## config.mk

```make
export PLATFORM = sky130hd
export DESIGN_NAME = alu_sequencer
export DESIGN_NICKNAME = d
export VERILOG_FILES = /design/src/rtl/alu_seq_pkg.sv /design/src/rtl/seq_prog_mem.sv /design/src/rtl/alu_sequencer.sv
export SDC_FILE = /design/constraint.sdc
export NUM_CORES = 2
export LEC_CHECK = 0
export CAP_MARGIN = 20
export CORE_AREA = 5 5 373 375
export CTS_BUF_LIST = sky130_fd_sc_hd__clkbuf_2 sky130_fd_sc_hd__clkbuf_4 sky130_fd_sc_hd__clkbuf_8
export DETAILED_ROUTE_END_ITERATION = 16
export DIE_AREA = 0 0 378 380
export GPL_TIMING_DRIVEN = 0
export PLACE_DENSITY = 0.78
export SLEW_MARGIN = 10
export SYNTH_ARGS = -nofsm -noshare
export SYNTH_HDL_FRONTEND = slang
export SYNTH_SLANG_ARGS = --single-unit
export TNS_END_PERCENT = 30
```

## constraint.sdc

```tcl
create_clock -name clk -period 4 [get_ports clk]
set_input_delay 0.8 -clock clk [delete_from_list [all_inputs] [get_ports clk]]
set_output_delay 0.8 -clock clk [all_outputs]
set_load 0.02 [all_outputs]
```

## src/rtl/alu_seq_pkg.sv

```systemverilog
// Shared types for the ALU micro-sequencer: FSM state codes, instruction layout, ALUOp codes.
// No logic; latency and backpressure not applicable.
// Field positions mirror the packed instr_t layout for software/assembler use.
package alu_seq_pkg;

  typedef logic [1:0] state_t;
  localparam state_t ST_IDLE  = 2'd0;
  localparam state_t ST_FETCH = 2'd1;
  localparam state_t ST_EXEC  = 2'd2;
  localparam state_t ST_HALT  = 2'd3;

  typedef struct packed {
    logic [3:0] op;
    logic [2:0] rd;
    logic [2:0] rs1;
    logic [2:0] rs2;
    logic       src1;
    logic       src2;
    logic       wr;
    logic       br;
    logic       halt;
    logic [5:0] target;
    logic [7:0] imm8;
  } instr_t;

  localparam int OP_LSB     = 28;
  localparam int RD_LSB     = 25;
  localparam int RS1_LSB    = 22;
  localparam int RS2_LSB    = 19;
  localparam int SRC1_BIT   = 18;
  localparam int SRC2_BIT   = 17;
  localparam int WR_BIT     = 16;
  localparam int BR_BIT     = 15;
  localparam int HALT_BIT   = 14;
  localparam int TARGET_LSB = 8;
  localparam int IMM_LSB    = 0;

  localparam logic [3:0] ALU_AND = 4'h0;
  localparam logic [3:0] ALU_OR  = 4'h1;
  localparam logic [3:0] ALU_ADD = 4'h2;
  localparam logic [3:0] ALU_SUB = 4'h6;
  localparam logic [3:0] ALU_SLT = 4'h7;
  localparam logic [3:0] ALU_NOR = 4'hC;

endpackage

```

## src/rtl/seq_prog_mem.sv

```systemverilog
// Program store: sync-write, sync-read RAM without reset.
// Read data valid one cycle after re; no backpressure.
// Writes are gated by the caller; no internal arbitration.
module seq_prog_mem #(
  parameter int ADDR_W = 6,
  parameter int DATA_W = 32
) (
  input  logic              clk,
  input  logic              we,
  input  logic [ADDR_W-1:0] waddr,
  input  logic [DATA_W-1:0] wdata,
  input  logic              re,
  input  logic [ADDR_W-1:0] raddr,
  output logic [DATA_W-1:0] rdata
);

  logic [DATA_W-1:0] mem [2**ADDR_W];

  always_ff @(posedge clk) begin
    if (we) mem[waddr] <= wdata;
    if (re) rdata <= mem[raddr];
  end

endmodule

```

## src/rtl/alu_sequencer.sv

```systemverilog
// Stored-program micro-sequencer driving the reg_file/mux/alu datapath.
// Two cycles per instruction (FETCH, EXEC); taken branches cost nothing extra.
// No backpressure: the datapath result is consumed combinationally in EXEC.
module alu_sequencer
  import alu_seq_pkg::*;
#(
  parameter int PC_W    = 6,
  parameter int DATA_W  = 16,
  parameter int INSTR_W = 32
) (
  input  logic               clk,
  input  logic               reset,
  input  logic               prog_we,
  input  logic [PC_W-1:0]    prog_addr,
  input  logic [INSTR_W-1:0] prog_data,
  input  logic               start,
  input  logic [DATA_W-1:0]  alu_result,
  input  logic               alu_ovf,
  input  logic               alu_take_branch,
  output logic [3:0]         alu_op,
  output logic               alu_src1,
  output logic               alu_src2,
  output logic [DATA_W-1:0]  alu_imm,
  output logic               reg_write,
  output logic [2:0]         rd0_addr,
  output logic [2:0]         rd1_addr,
  output logic [2:0]         wr_addr,
  output logic [DATA_W-1:0]  wr_data,
  output logic               busy,
  output logic               done,
  output logic [PC_W-1:0]    pc,
  output logic [15:0]        instr_count,
  output logic               ovf_sticky
);

  state_t             state;
  logic [INSTR_W-1:0] mem_rdata;
  instr_t             ir;
  logic               in_exec;
  logic               loadable;
  logic               mem_we;
  logic               mem_re;

  assign loadable = (state == ST_IDLE) || (state == ST_HALT);
  assign mem_we   = prog_we && loadable && !reset;
  assign mem_re   = (state == ST_FETCH);

  seq_prog_mem #(
    .ADDR_W (PC_W),
    .DATA_W (INSTR_W)
  ) u_prog_mem (
    .clk   (clk),
    .we    (mem_we),
    .waddr (prog_addr),
    .wdata (prog_data),
    .re    (mem_re),
    .raddr (pc),
    .rdata (mem_rdata)
  );

  // The RAM read register acts as IR; masking it outside EXEC gives the
  // all-zero IR/control view without needing a resettable RAM output.
  assign in_exec = (state == ST_EXEC) && !reset;
  assign ir      = in_exec ? instr_t'(mem_rdata) : '0;

  assign alu_op    = ir.op;
  assign alu_src1  = ir.src1;
  assign alu_src2  = ir.src2;
  assign alu_imm   = {{(DATA_W-8){ir.imm8[7]}}, ir.imm8};
  assign reg_write = ir.wr;
  assign rd0_addr  = ir.rs1;
  assign rd1_addr  = ir.rs2;
  assign wr_addr   = ir.rd;
  assign wr_data   = in_exec ? alu_result : '0;
  assign busy      = (state == ST_FETCH) || (state == ST_EXEC);
  assign done      = (state == ST_HALT);

  always_ff @(posedge clk) begin
    if (reset) begin
      state       <= ST_IDLE;
      pc          <= '0;
      instr_count <= '0;
      ovf_sticky  <= 1'b0;
    end else begin
      case (state)
        ST_IDLE, ST_HALT: begin
          if (start) begin
            state       <= ST_FETCH;
            pc          <= '0;
            instr_count <= '0;
            ovf_sticky  <= 1'b0;
          end
        end
        ST_FETCH: state <= ST_EXEC;
        ST_EXEC: begin
          instr_count <= instr_count + 16'd1;
          if (ir.wr && alu_ovf) ovf_sticky <= 1'b1;
          // halt takes priority over a simultaneous taken branch
          if (ir.halt) begin
            state <= ST_HALT;
          end else begin
            state <= ST_FETCH;
            pc    <= (ir.br && alu_take_branch) ? PC_W'(ir.target) : pc + 1'b1;
          end
        end
        default: state <= ST_IDLE;
      endcase
    end
  end

endmodule
```

==> metrics.yaml <==
routing:
  drt-initial-drc-count: 8252
  drc: 0
  drtPass1Iterations: 9
  drtAntennaViolNets: 0
  vias: 44900
  drt-wirelength-per-cell_um: 38.2
  vias_per_cell: 7.14
  wirelength_um: 240000
clock_network:
  ctsHoldBuffers: 0
  clockBufferDepth: 4
  clk_latency_ns: 1.02
  cts_tree: "yes"
  htreeDepth: 5
  clk_pin_slew_ns: 0.06
  numCtsBuffers: 330
  clock-sinks: 2105
  root_buffer: "clkbuf_8"
yosys:
  ys_seq_area_share_pct: 78.2
  ys_top_cells_by_area: "edfxtp_1 (78%), mux4_2 (14%), mux2i_1 (0.87%)"
  synth_top_area_share_pct: 77.6
  yosys_most_used_dff: "edfxtp_1"
  syn_inst: 3669
  netlist-cell-type-count: 50
  synth-edff-count: 2080
  ys_ff_latch: 2105
  yosysWarnings: 0
  syn_nets: 3734
  synthArstFlopShare_pct: 0
  yosysTopAreaCell: "edfxtp_1"
  netlist_area_sq_um: 80500
  synth_area_per_cell_sq_um: 21.9
timing:
  setup_tns_ns: -12.98
  rsz0062_at_grt: "true"
  relSlewSlack_pct: 13.0
  setup_viol_count_final: 316
  skew_ns: 0.0900
  max_slew.worst_pin.slew_ns: 1.30
  fin_ws_ns: -0.109
  finalCritPeriodShare_pct: 103
  post-route-min-period_ns: 4.11
  drv_slew: 0
  max_freq_mhz: 243
  final-hold-violation-count: 0
finish:
  final_util_pct: 69.2
  area_growth_pct: 16.0
  finish.net_count: 4327
  final_common_cell: "edfxtp_1"
  drive_gt1_share_pct: 31.0
  fillers: 7537
  final_cell_mix: "edfxtp_1 (2080), mux4_2 (484), clkbuf_8 (338)"
global_routing:
  grt_max_degree: 59
  grt_pass1_wl_um: 329000
  grt_util_all_layers_pct: 33.1
  first_global_vias: 44100
  overflow: 0
  grt_antenna_before_repair: 25
worst_setup_path:
  endpoint: "u_prog_mem.mem[2][12]"
  cp_data_required_time_ns: 4.66
  reg2reg_to: "u_prog_mem.mem[2][12]"
  regToRegSetupSlack_ns: -0.11
  crit_buf_inv: 3
  crit_path_top_delay_cell: "nor2_4"
  cp.depth: 8
  reg2reg_from: "state[0]"
  crit_type: "reg2reg"
  critPathCaptureType: "flip-flop"
  cp-startpoint: "state[0]"
  critPathMostFrequentCell: "nand2_1"
  critPathArrivalTime_ns: 4.77
  slowest_delay_ns: 0.87
  start_kind: "flip-flop"
  path_delay_family: "simple AND/OR/NAND/NOR gates"
  reg2reg_depth: 8
  path_cells: "inv_1, ha_4, clkbuf_1, nand2_1, nor3_1, nand2_1, nor2_4, buf_12"
  critPathMaxFanout: 19
place:
  place_hpwl_um: 154000
  numPortBuffers: 129
  place.gp.congestion: 0.935
  pre_cts_ws_ns: -0.669
floorplan:
  core_sq_um: 135000
  num_rows: 135
  die_h_um: 380
  die_x_um: 378
  start_util_pct: 59.7
  dieArea_sq_um: 144000
  io_pins: 133
status:
  outcome: "finished with violations"
  violations: "negative setup slack"
pwr:
  p_leak_nw: 28.9
  power_density_nw_per_um2: 461
  peakVddDrop_v: 0.000412
flow_run:
  cap_violations: 0
worst_hold_path:
  hold_path_class: "in2reg"
-- timing repair --
| item | CTS | global route |
|---|---|---|
| hold endpoints to repair | 0 | 0 |
| buffers inserted | 0 | 25 |
| resized for setup | 36 | 31 |
| pin swaps | 3 | 30 |
| endpoints found under the setup margin | 211 | 705 |
| gates cloned | 1 | 0 |
-- how the worst min path moves through the flow --
stage,start,to,slack (ns),cells past startpoint
finish,prog_data[19],u_prog_mem.mem[45][19],0.09,1
global route,prog_data[19],u_prog_mem.mem[45][19],0.08,1
CTS,prog_data[19],u_prog_mem.mem[45][19],0.04,1
floorplan,state[0],state[0],0.51,2
global placement,ovf_sticky,ovf_sticky,0.46,2
detailed placement,ovf_sticky,ovf_sticky,0.48,2
-- per-stage QoR --
step / hold WS [ns] / total power [W] / instances / instance area [sq um]
after detailed placement: 0.479 / 0.0261 / 5684 / 86700
final: 0.0916 / 0.0430 / 6280 / 93400
after floorplan: 0.511 / 0.0253 / 3669 / 80500
after CTS: 0.0441 / 0.0429 / 6245 / 92900
after global placement: 0.459 / 0.0260 / 5579 / 84000
after global routing: 0.0752 / 0.0442 / 6274 / 93300
-- report_power, final --
part | switching (W) | internal [W] | leakage (nW) | total (W)
registers | 0.0000345 | 0.0243 | 18.9 | 0.0244
logic | 0.000880 | 0.000443 | 6.72 | 0.00132
clock network | 0.00820 | 0.00917 | 3.22 | 0.0174
total | 0.00912 | 0.0339 | 28.9 | 0.0430
-- layout make-up --
class | count | area (sq um) | share of cell area, %
clock inverter | 124 | 717 | 0.768
tap | 1781 | 2230 | 2.39
clock buffer | 437 | 5390 | 5.77
inverter | 6 | 22.5 | 0.0241
multi-input combinational | 1344 | 16900 | 18.1
sequential | 2105 | 63000 | 67.4
timing repair buffer | 261 | 3850 | 4.13
buffer | 214 | 1300 | 1.39
antenna | 8 | 20.0 | 0.0214
-- flip-flops by register name, indices dropped and copies added (netlist names) --
register and cells:
u_prog_mem.mem 2048, ovf_sticky 1, u_prog_mem.rdata 32, instr_count 16, pc 6, state 2
-- kinds of logic after synthesis --
| family | after synthesis | synth area share (%) |
|---|---|---|
| XOR/XNOR | 10 | 0.109 |
| flip-flops | 2105 | 78.2 |
| AO/OA/AOI/OAI | 270 | 2.34 |
| AND/OR/NAND/NOR | 485 | 3.03 |
| multiplexers | 573 | 14.7 |
| buffers and inverters | 221 | 1.57 |
| adder cells (fa/ha/maj) | 5 | 0.0777 |
-- cells in the mapped netlist (4+ instances only) --
cell type	number
mux2i_1	70
o221ai_1	40
clkbuf_1	65
a221oi_1	8
mux4_2	484
buf_1	9
nand3_1	74
xnor2_1	6
buf_2	81
nor4_1	6
nand4_1	53
nor2b_1	32
nor3_1	14
o22ai_1	88
edfxtp_1	2080
nand2b_1	12
a211oi_1	24
or2_2	4
nand3b_1	4
ha_1	5
nand2_1	89
inv_1	6
nor2_1	115
xor2_1	4
buf_8	6
dfxtp_1	25
buf_6	17
buf_4	37
or3_1	7
and3_1	23
o21ai_0	19
a22oi_1	58
mux2_2	19
a21oi_1	22
and2_1	42
-- layer usage --
metal	share of wire, %	track usage [%]	up-vias	routed length, um
met2	44	47.2	4588	106000
met5	0.045	0	-	109
met1	32	44.1	22500	77000
li1	-	-	16700	-
met4	7.4	18.9	16	17600
met3	16	12.8	970	39300
(Power assumes the default switching activity.)
